## src/rtl/serial_subtraction_module_8bit_pkg.sv

```systemverilog
// Shared definitions for the bit-serial subtractor in the 8-bit ALU datapath.
//   WIDTH_DEFAULT : default operand/result width
//   state_e       : controller states (IDLE, RUN, DONE), 2-bit encoding
//   cnt_width()   : bit-counter width for a given operand width
//   CNT_W_DEFAULT : counter width for the default operand width
package serial_subtraction_module_8bit_pkg;

  localparam int WIDTH_DEFAULT = 8;

  typedef enum logic [1:0] {
    IDLE = 2'd0,
    RUN  = 2'd1,
    DONE = 2'd2
  } state_e;

  // One extra bit so the counter can hold the value WIDTH itself.
  function automatic int cnt_width(input int width);
    return $clog2(width) + 1;
  endfunction

  localparam int CNT_W_DEFAULT = $clog2(WIDTH_DEFAULT) + 1;

endpackage

```

## src/rtl/serial_subtraction_module_8bit_full_subtractor.sv

```systemverilog
// Single-bit full subtractor: the subtraction counterpart of the full_adder cell.
//   a    : minuend bit
//   b    : subtrahend bit
//   bin  : borrow in
//   diff : a - b - bin, modulo 2
//   bout : borrow out
module full_subtractor (
  input  logic a,
  input  logic b,
  input  logic bin,
  output logic diff,
  output logic bout
);

  assign diff = a ^ b ^ bin;
  assign bout = (~a & b) | (~(a ^ b) & bin);

endmodule

```

## src/rtl/serial_subtraction_module_8bit.sv

```systemverilog
// Bit-serial two's-complement subtractor: Out = A - B, one bit per clock, LSB first.
// On signed overflow Out is forced to zero; Borrow and Overflow are still reported.
//   clk      : rising-edge clock
//   rst      : synchronous active-high reset (aborts an operation in progress)
//   start    : request; operands are sampled when start=1 in IDLE or DONE
//   A, B     : minuend, subtrahend
//   Out      : registered difference (0 when Overflow=1)
//   Borrow   : registered unsigned borrow-out (A < B)
//   Overflow : registered signed overflow of A - B
//   busy     : high while a subtraction is in progress
//   done     : one-cycle completion pulse
module serial_subtraction_module_8bit
  import serial_subtraction_module_8bit_pkg::*;
#(
  parameter int WIDTH = WIDTH_DEFAULT
) (
  input  logic             clk,
  input  logic             rst,
  input  logic             start,
  input  logic [WIDTH-1:0] A,
  input  logic [WIDTH-1:0] B,
  output logic [WIDTH-1:0] Out,
  output logic             Borrow,
  output logic             Overflow,
  output logic             busy,
  output logic             done
);

  localparam int CW = cnt_width(WIDTH);

  state_e           state_q, state_d;
  logic [WIDTH-1:0] a_sh_q, b_sh_q, res_q;
  logic             bin_q;
  logic [CW-1:0]    cnt_q;
  logic             a_msb_q, b_msb_q;

  logic             accept;
  logic             last_bit;
  logic             diff, bout;
  logic [WIDTH-1:0] res_next;
  logic             ovf_next;

  full_subtractor u_fs (
    .a    (a_sh_q[0]),
    .b    (b_sh_q[0]),
    .bin  (bin_q),
    .diff (diff),
    .bout (bout)
  );

  // The bit processed at this edge is the last one when the counter is
  // about to reach WIDTH.
  assign last_bit = (state_q == RUN) && (cnt_q == CW'(WIDTH - 1));

  // New difference bits enter at the MSB, so after WIDTH shifts bit 0 of the
  // result sits in bit 0.
  assign res_next = {diff, res_q[WIDTH-1:1]};

  // Signed overflow only possible when operand signs differ; detected when the
  // result sign disagrees with the minuend sign. Operand MSBs are latched at
  // accept because the shift registers have consumed them by now.
  assign ovf_next = (a_msb_q != b_msb_q) && (res_next[WIDTH-1] != a_msb_q);

  assign busy = (state_q == RUN);
  assign done = (state_q == DONE);

  // NOTE: every signal written here gets a default first, so no path through
  // the case statement can leave one unassigned and infer a latch.
  always_comb begin
    state_d = state_q;
    accept  = 1'b0;
    case (state_q)
      IDLE: begin
        if (start) begin
          state_d = RUN;
          accept  = 1'b1;
        end
      end
      RUN: begin
        if (last_bit) state_d = DONE;
      end
      DONE: begin
        if (start) begin
          state_d = RUN;
          accept  = 1'b1;
        end else begin
          state_d = IDLE;
        end
      end
      default: state_d = IDLE;
    endcase
  end

  // NOTE: sequential state uses non-blocking assignments so every register
  // samples pre-edge values regardless of statement order.
  always_ff @(posedge clk) begin
    if (rst) begin
      state_q  <= IDLE;
      a_sh_q   <= '0;
      b_sh_q   <= '0;
      res_q    <= '0;
      bin_q    <= 1'b0;
      cnt_q    <= '0;
      a_msb_q  <= 1'b0;
      b_msb_q  <= 1'b0;
      Out      <= '0;
      Borrow   <= 1'b0;
      Overflow <= 1'b0;
    end else begin
      state_q <= state_d;
      if (accept) begin
        a_sh_q  <= A;
        b_sh_q  <= B;
        a_msb_q <= A[WIDTH-1];
        b_msb_q <= B[WIDTH-1];
        res_q   <= '0;
        bin_q   <= 1'b0;
        cnt_q   <= '0;
      end else if (state_q == RUN) begin
        a_sh_q <= a_sh_q >> 1;
        b_sh_q <= b_sh_q >> 1;
        res_q  <= res_next;
        bin_q  <= bout;
        cnt_q  <= cnt_q + CW'(1);
        if (last_bit) begin
          Out      <= ovf_next ? '0 : res_next;
          Borrow   <= bout;
          Overflow <= ovf_next;
        end
      end
    end
  end

endmodule

```

## config.mk

```make
export PLATFORM = sky130hd
export DESIGN_NAME = serial_subtraction_module_8bit
export DESIGN_NICKNAME = d
export VERILOG_FILES = /design/src/rtl/serial_subtraction_module_8bit_pkg.sv /design/src/rtl/serial_subtraction_module_8bit_full_subtractor.sv /design/src/rtl/serial_subtraction_module_8bit.sv
export SDC_FILE = /design/constraint.sdc
export NUM_CORES = 1
export LEC_CHECK = 0
export ABC_CLOCK_PERIOD_IN_PS = 4000
export BUFFER_PORTS_ARGS = -buffer_cell sky130_fd_sc_hd__buf_4
export CAP_MARGIN = 15
export CELL_PAD_IN_SITES_DETAIL_PLACEMENT = 0
export CELL_PAD_IN_SITES_GLOBAL_PLACEMENT = 2
export CORE_MARGIN = 1
export CORE_UTILIZATION = 35
export DETAILED_ROUTE_END_ITERATION = 12
export GPL_TIMING_DRIVEN = 0
export PLACE_DENSITY_LB_ADDON = 0.1
export SLEW_MARGIN = 20
export SYNTH_ARGS = -nofsm -noshare
export SYNTH_HDL_FRONTEND = slang
export SYNTH_SLANG_ARGS = --single-unit
```

## constraint.sdc

```tcl
create_clock -name clk -period 4 [get_ports clk]
set_input_delay 0.2 -clock clk [delete_from_list [all_inputs] [get_ports clk]]
set_output_delay 0.2 -clock clk [all_outputs]
set_load 0.02 [all_outputs]
```

# After elaboration in Yosys (flattened, before gate mapping)
# Cells that the tools add are included.
[word_totals]
latchBits = 0
memories = 0
word_cells = 46
out_inout_bits = 12
in_bits = 19
ff_bits = 43
mem_bits_ro = 0
mem_bits_rw = 0
[classes]
bitwise = 8
n_shift = 0
mux = 11
div = 0
n_addsub = 1
eq_ne = 7
reduce_logical = 8
multipliers = 0
n_lt_le_gt_ge = 0
[op_table]
columns = ["cell", "n"]
rows = [
  ["8-bit two-way mux", 5],
  ["2-bit one-hot mux with 3 select lines", 1],
  ["4-bit by 1-bit adder with 4-bit output, second input constant", 1],
  ["4-bit by 3-bit == test with 1-bit output, second input constant", 1],
  ["2-bit two-way mux", 2],
  ["2-bit OR reduction", 2],
  ["1-bit two-way mux", 3],
  ["1-bit inverter", 3],
  ["3-bit AND reduction", 1],
  ["1-bit bitwise AND", 2],
  ["2-bit by 1-bit == test with 1-bit output, second input constant", 1],
  ["2-bit == test, second input constant", 1],
  ["1-bit logical AND", 2],
  ["2-bit zero test", 1],
  ["1-bit inequality test", 2],
  ["2-bit by 1-bit inequality test with 1-bit output, second input constant", 1],
  ["2-bit inequality test, second input constant", 1],
  ["2-bit AND reduction", 1],
  ["2-bit nonzero test", 1],
  ["1-bit XOR", 2],
  ["1-bit OR", 1],
]

# Logic depth before layout (Yosys ltp)
[depth]
word_depth = 5
ltp_mapped = 5
mapped_depth_nobuf = 5

# By module
# From an unflattened synthesis, not the netlist that was laid out.
[unflattened]
cells_unflattened = 200
hier_area_um2 = 1729.2
[modules_own_cells]
columns = ["mod", "area_per_inst_um2", "seq_area_each_um2", "cells_per_inst", "n_inst"]
rows = [
  ["serial_subtraction_module_8bit", 1697.9, 840.8, 196, 1],
  ["full_subtractor", 31.3, 0.0, 4, 1],
]

# Least setup slack after synthesis
# Ideal clock, no wire load.
[synth_timing]
path_type = "flip-flop to flip-flop"
startpoint = "reg b_sh_q[0]"
endpoint = "reg Overflow"
arrival_time_ns = 1.492
path_slack_ns = 2.387
period_less_slack_ns = 1.613
setup_ns = 0.122
n_path_buf = 0
stages_incl_launch_ff = 6
required_time_ns = 3.878
cell_sequence = "dfxtp_1 -> inv_1 -> fa_1 -> nor3b_1 -> a21o_1 -> o311a_1"
[synth_via]
elab_chain_len = 4
[synth_rtl]
columns = ["item", "line", "text"]
rows = [
  ["from (decl)", "serial_subtraction_module_8bit.sv:32", "logic [WIDTH-1:0] a_sh_q, b_sh_q, res_q;"],
  ["from (signal assigned)", "serial_subtraction_module_8bit.sv:121", "b_sh_q <= b_sh_q >> 1;"],
  ["1-bit XOR (2 in series)", "serial_subtraction_module_8bit_full_subtractor.sv:15", "assign diff = a ^ b ^ bin;"],
  ["named net diff", "serial_subtraction_module_8bit.sv:39", "logic diff, bout;"],
  ["1-bit inequality test", "serial_subtraction_module_8bit.sv:62", "assign ovf_next = (a_msb_q != b_msb_q) && (res_next[WIDTH-1] != a_msb_q);"],
  ["1-bit logical AND", "serial_subtraction_module_8bit.sv:62", ""],
  ["to (signal assigned)", "serial_subtraction_module_8bit.sv:128", "Overflow <= ovf_next;"],
  ["to (decl)", "serial_subtraction_module_8bit.sv:24", "output logic Overflow,"],
]
# The timed path passes the listed nets, and every way through them passes these cells.
# A chain may end at the register's enable or synchronous reset.

# Worst setup path after layout
# Ends and elaborated chain as after synthesis.

==> run_results.csv <==
group,metric,value,unit
outcome,status,"complete, no violations",
sta,drv_slew,0,
grt,grt_max_degree,13,
worst_hold_path,hp-start,"A[7]",
sta,slew_headroom,0.671,
placed_design,gp_congestion,0.731,
critical_path,critical_path_class,"reg -> reg",
logic_synthesis,syn-cell-area,1690,um^2
critical_path,path_cells,"inv_1 -> fa_1 -> nor3b_1 -> a21o_1 -> o311a_1",
drt,routedWlPerCell,16.1,um
logic_synthesis,synthMuxAreaShare,0,
sta,fmax,0.561,GHz
pwr,powerDensity,411,nW/um^2
critical_path,cp_top_family,"adder cells",
grt,overflow,0,
drt,via_per_inst,5.53,
drt,remaining_drc_errors,0,
finish,syn_to_final_growth,22.6,%
die,pin_count,31,
grt,grt_pass1_wl,7.34,mm
logic_synthesis,ys_ff_latch,42,
critical_path,required,4.19,ns
critical_path,critPathMaxStageDelay,0.63,ns
finish,layout-drive-gt1-share,0.225,
drt,drt_wl_total,4.55,mm
pwr,combPwrFrac,0.135,
flow_run,maxCapViolCount,0,
sta,rsz0062_at_grt,"false",
clock_tree,cts.sinks,42,
sta,tightest_slew,0.494,ns
pwr,p_leak,0.797,nW
clock_tree,cts_buffers,5,
clock_tree,post_cts_buffers,0,
clock_tree,cts_resized,0,
logic_synthesis,ys_types,37,
logic_synthesis,seq_area_frac_synth,0.498,
finish,antennaDiodeCount,0,
pwr,clock_power_share,0.337,
placed_design,io_buffers,30,
pwr,p_int,0.623,mW
drt,vias,1565,
logic_synthesis,synth_area_leaders,"dfxtp_1 (50%), nor3_1 (5.6%), nand2_1 (5.6%), a21oi_1 (5.3%), o22ai_1 (3.3%)",
critical_path,critical_path_buf_inv_count,1,
sta,tns,0,ns
logic_synthesis,synth_xor_area_frac,0.0104,
logic_synthesis,synth_simple_gate_area_frac,0.210,
clock_tree,clk_pin_slew,0.08,ns
logic_synthesis,yosys.area.top_type,"dfxtp_1",
sta,hold_violations,0,
grt,grt_pass1_vias,1507,
drt,drtIter0Drc,45,
logic_synthesis,synth-compound-area-share,0.200,
sta,finalCritPeriodShare,0.446,
critical_path,slowest_stage,"fa_1",
critical_path,arrival,1.97,ns
placed_design,dp_slack,2.22,ns
logic_synthesis,synth_top_family_by_area,"simple AND/OR/NAND/NOR gates",
logic_synthesis,ys_warn_count,0,
logic_synthesis,ys.flop_type,"dfxtp_1",
logic_synthesis,avgSynthCellArea,8.75,um^2
grt,track_usage,0.192,
worst_hold_path,min_path_type,"in -> reg",
die,die_h,71.4,um
pwr,power.net_switching,0.228,mW
sta,skew,0.00526,ns
die,rows,24,
clock_tree,hold_buffers,0,
critical_path,cp-start-kind,"register",
placed_design,dp_hpwl,3.20,mm
grt,antenna_found_initial,0,
die,die_area,5100,um^2
sta,finalSetupViolCount,0,
logic_synthesis,synth-edff-count,0,
logic_synthesis,synth_top_area_share,0.498,
clock_tree,htreeDepth,2,
drt,drtAntennaViolNets,0,
die,core_area,4500,um^2
clock_tree,cts_buffer_depth,2,
critical_path,crit_path_end_kind,"register",
clock_tree,clock-root-buffer,"clkbuf_8",
logic_synthesis,synth.most_common_cell,"dfxtp_1",
logic_synthesis,syn_inst,193,
finish,layout.nets,251,
pwr,peakVddDrop,0.183,mV
logic_synthesis,syn_nets,214,
pwr,seqPwrFrac,0.527,
critical_path,rr_startpoint,"b_sh_q[0]",
pwr,p_sw_frac,0.268,
clock_tree,clock_latency,0.30,ns
drt,dr.pass1.iters,4,
logic_synthesis,ys_async_sr_fraction,0,
critical_path,cp_max_fo,8,
sta,setup_ws,2.22,ns
clock_tree,cts_tree,"yes",
sta,fin_crit,1.78,ns
finish,nFillCells,465,
logic_synthesis,synth_fa_ha_area_frac,0.0193,
logic_synthesis,synth_common_cells,"dfxtp_1 (42), nand2_1 (25), nor3_1 (19), a21oi_1 (18), o21ai_0 (11)",
critical_path,crit_start,"b_sh_q[0]",
die,die_x,71.4,um
die,start_util,0.375,
## worst register-to-register path, delay by kind of cell, from the launching register on
| kind | cells | cell delay (ns) |
|---|---|---|
| buffers and inverters | 1 | 0.06 |
| DFF | 1 | 0.31 |
| and+or+nand+nor | 1 | 0.08 |
| adders and majority gates | 1 | 0.63 |
| AOI/OAI and AO/OA | 2 | 0.60 |
## power groups by stage
stage	sequential, mW	clock (mW)	combinational, mW
floorplan	0.455	0	0.0748
global placement	0.458	0	0.111
detailed placement	0.458	0	0.114
CTS	0.448	0.293	0.114
global route	0.451	0.311	0.126
finish	0.449	0.287	0.115
## cells in the final DEF (no fill, tap or decap), types with 2 or more instances in the layout
master	instances
a21o_1	2
a21oi_1	18
a22oi_1	2
a31oi_1	3
buf_2	9
buf_4	33
clkbuf_1	4
clkbuf_8	6
dfxtp_1	42
inv_1	2
nand2_1	25
nand3_1	5
nand3b_1	2
nand4_1	7
nor2_1	4
nor2b_1	2
nor3_1	19
o211ai_1	7
o21ai_0	11
o22ai_1	9
## per-layer routing
| layer | track usage | vias up | routed length [um] |
|---|---|---|---|
| li1 | - | 770 | - |
| met1 | 0.247 | 758 | 2220 |
| met2 | 0.306 | 28 | 2060 |
| met3 | 0.0520 | 9 | 144 |
| met4 | 0.0800 | 0 | 117 |
| met5 | 0 | - | 0 |
## final cells by class
class,count,area (um^2),share of cell area
flip-flops and latches,42,841,0.406
plain buffers,16,90.1,0.0435
clock inverters,1,5.00,0.00242
clock buffers,7,86.3,0.0417
multi-input cells,131,742,0.359
inverters,4,15.0,0.00726
repair buffers,30,225,0.109
well taps,52,65.1,0.0314
## flip-flops by register name (all words and copies together), names as in the netlist
register	flops
b_sh_q	8
b_msb_q	1
cnt_q	4
bin_q	1
Borrow	1
Out	8
res_q	7
a_msb_q	1
Overflow	1
a_sh_q	8
state_q	2
## path summary, 6_finish.rpt
check | end | cells after the start | slack [ns]
worst max-delay path | Overflow | 5 | 2.22
worst min-delay path | a_msb_q | 3 | 0.17
worst max register to register | Overflow | 5 | 2.22
worst min register to register | b_sh_q[7] | 2 | 0.47
## metrics by stage
step	hold WS (ns)	cells	util	power [mW]	cell area [um^2]
2_1_floorplan	0.359	193	-	0.530	1690
3_3_place_gp	0.451	275	0.439	0.569	1980
3_5_place_dp	0.460	275	0.439	0.572	1980
4_1_cts	0.171	283	0.459	0.856	2070
5_1_grt	0.176	283	0.459	0.887	2070
6_report	0.174	283	0.459	0.851	2070
## logic make-up after synthesis
family,count (synthesis)
simple gates,71
buf+inv,20
compound gates,56
flops,42
fa+ha+maj,2
xor+xnor,2
Power figures use the tool's default switching activity.
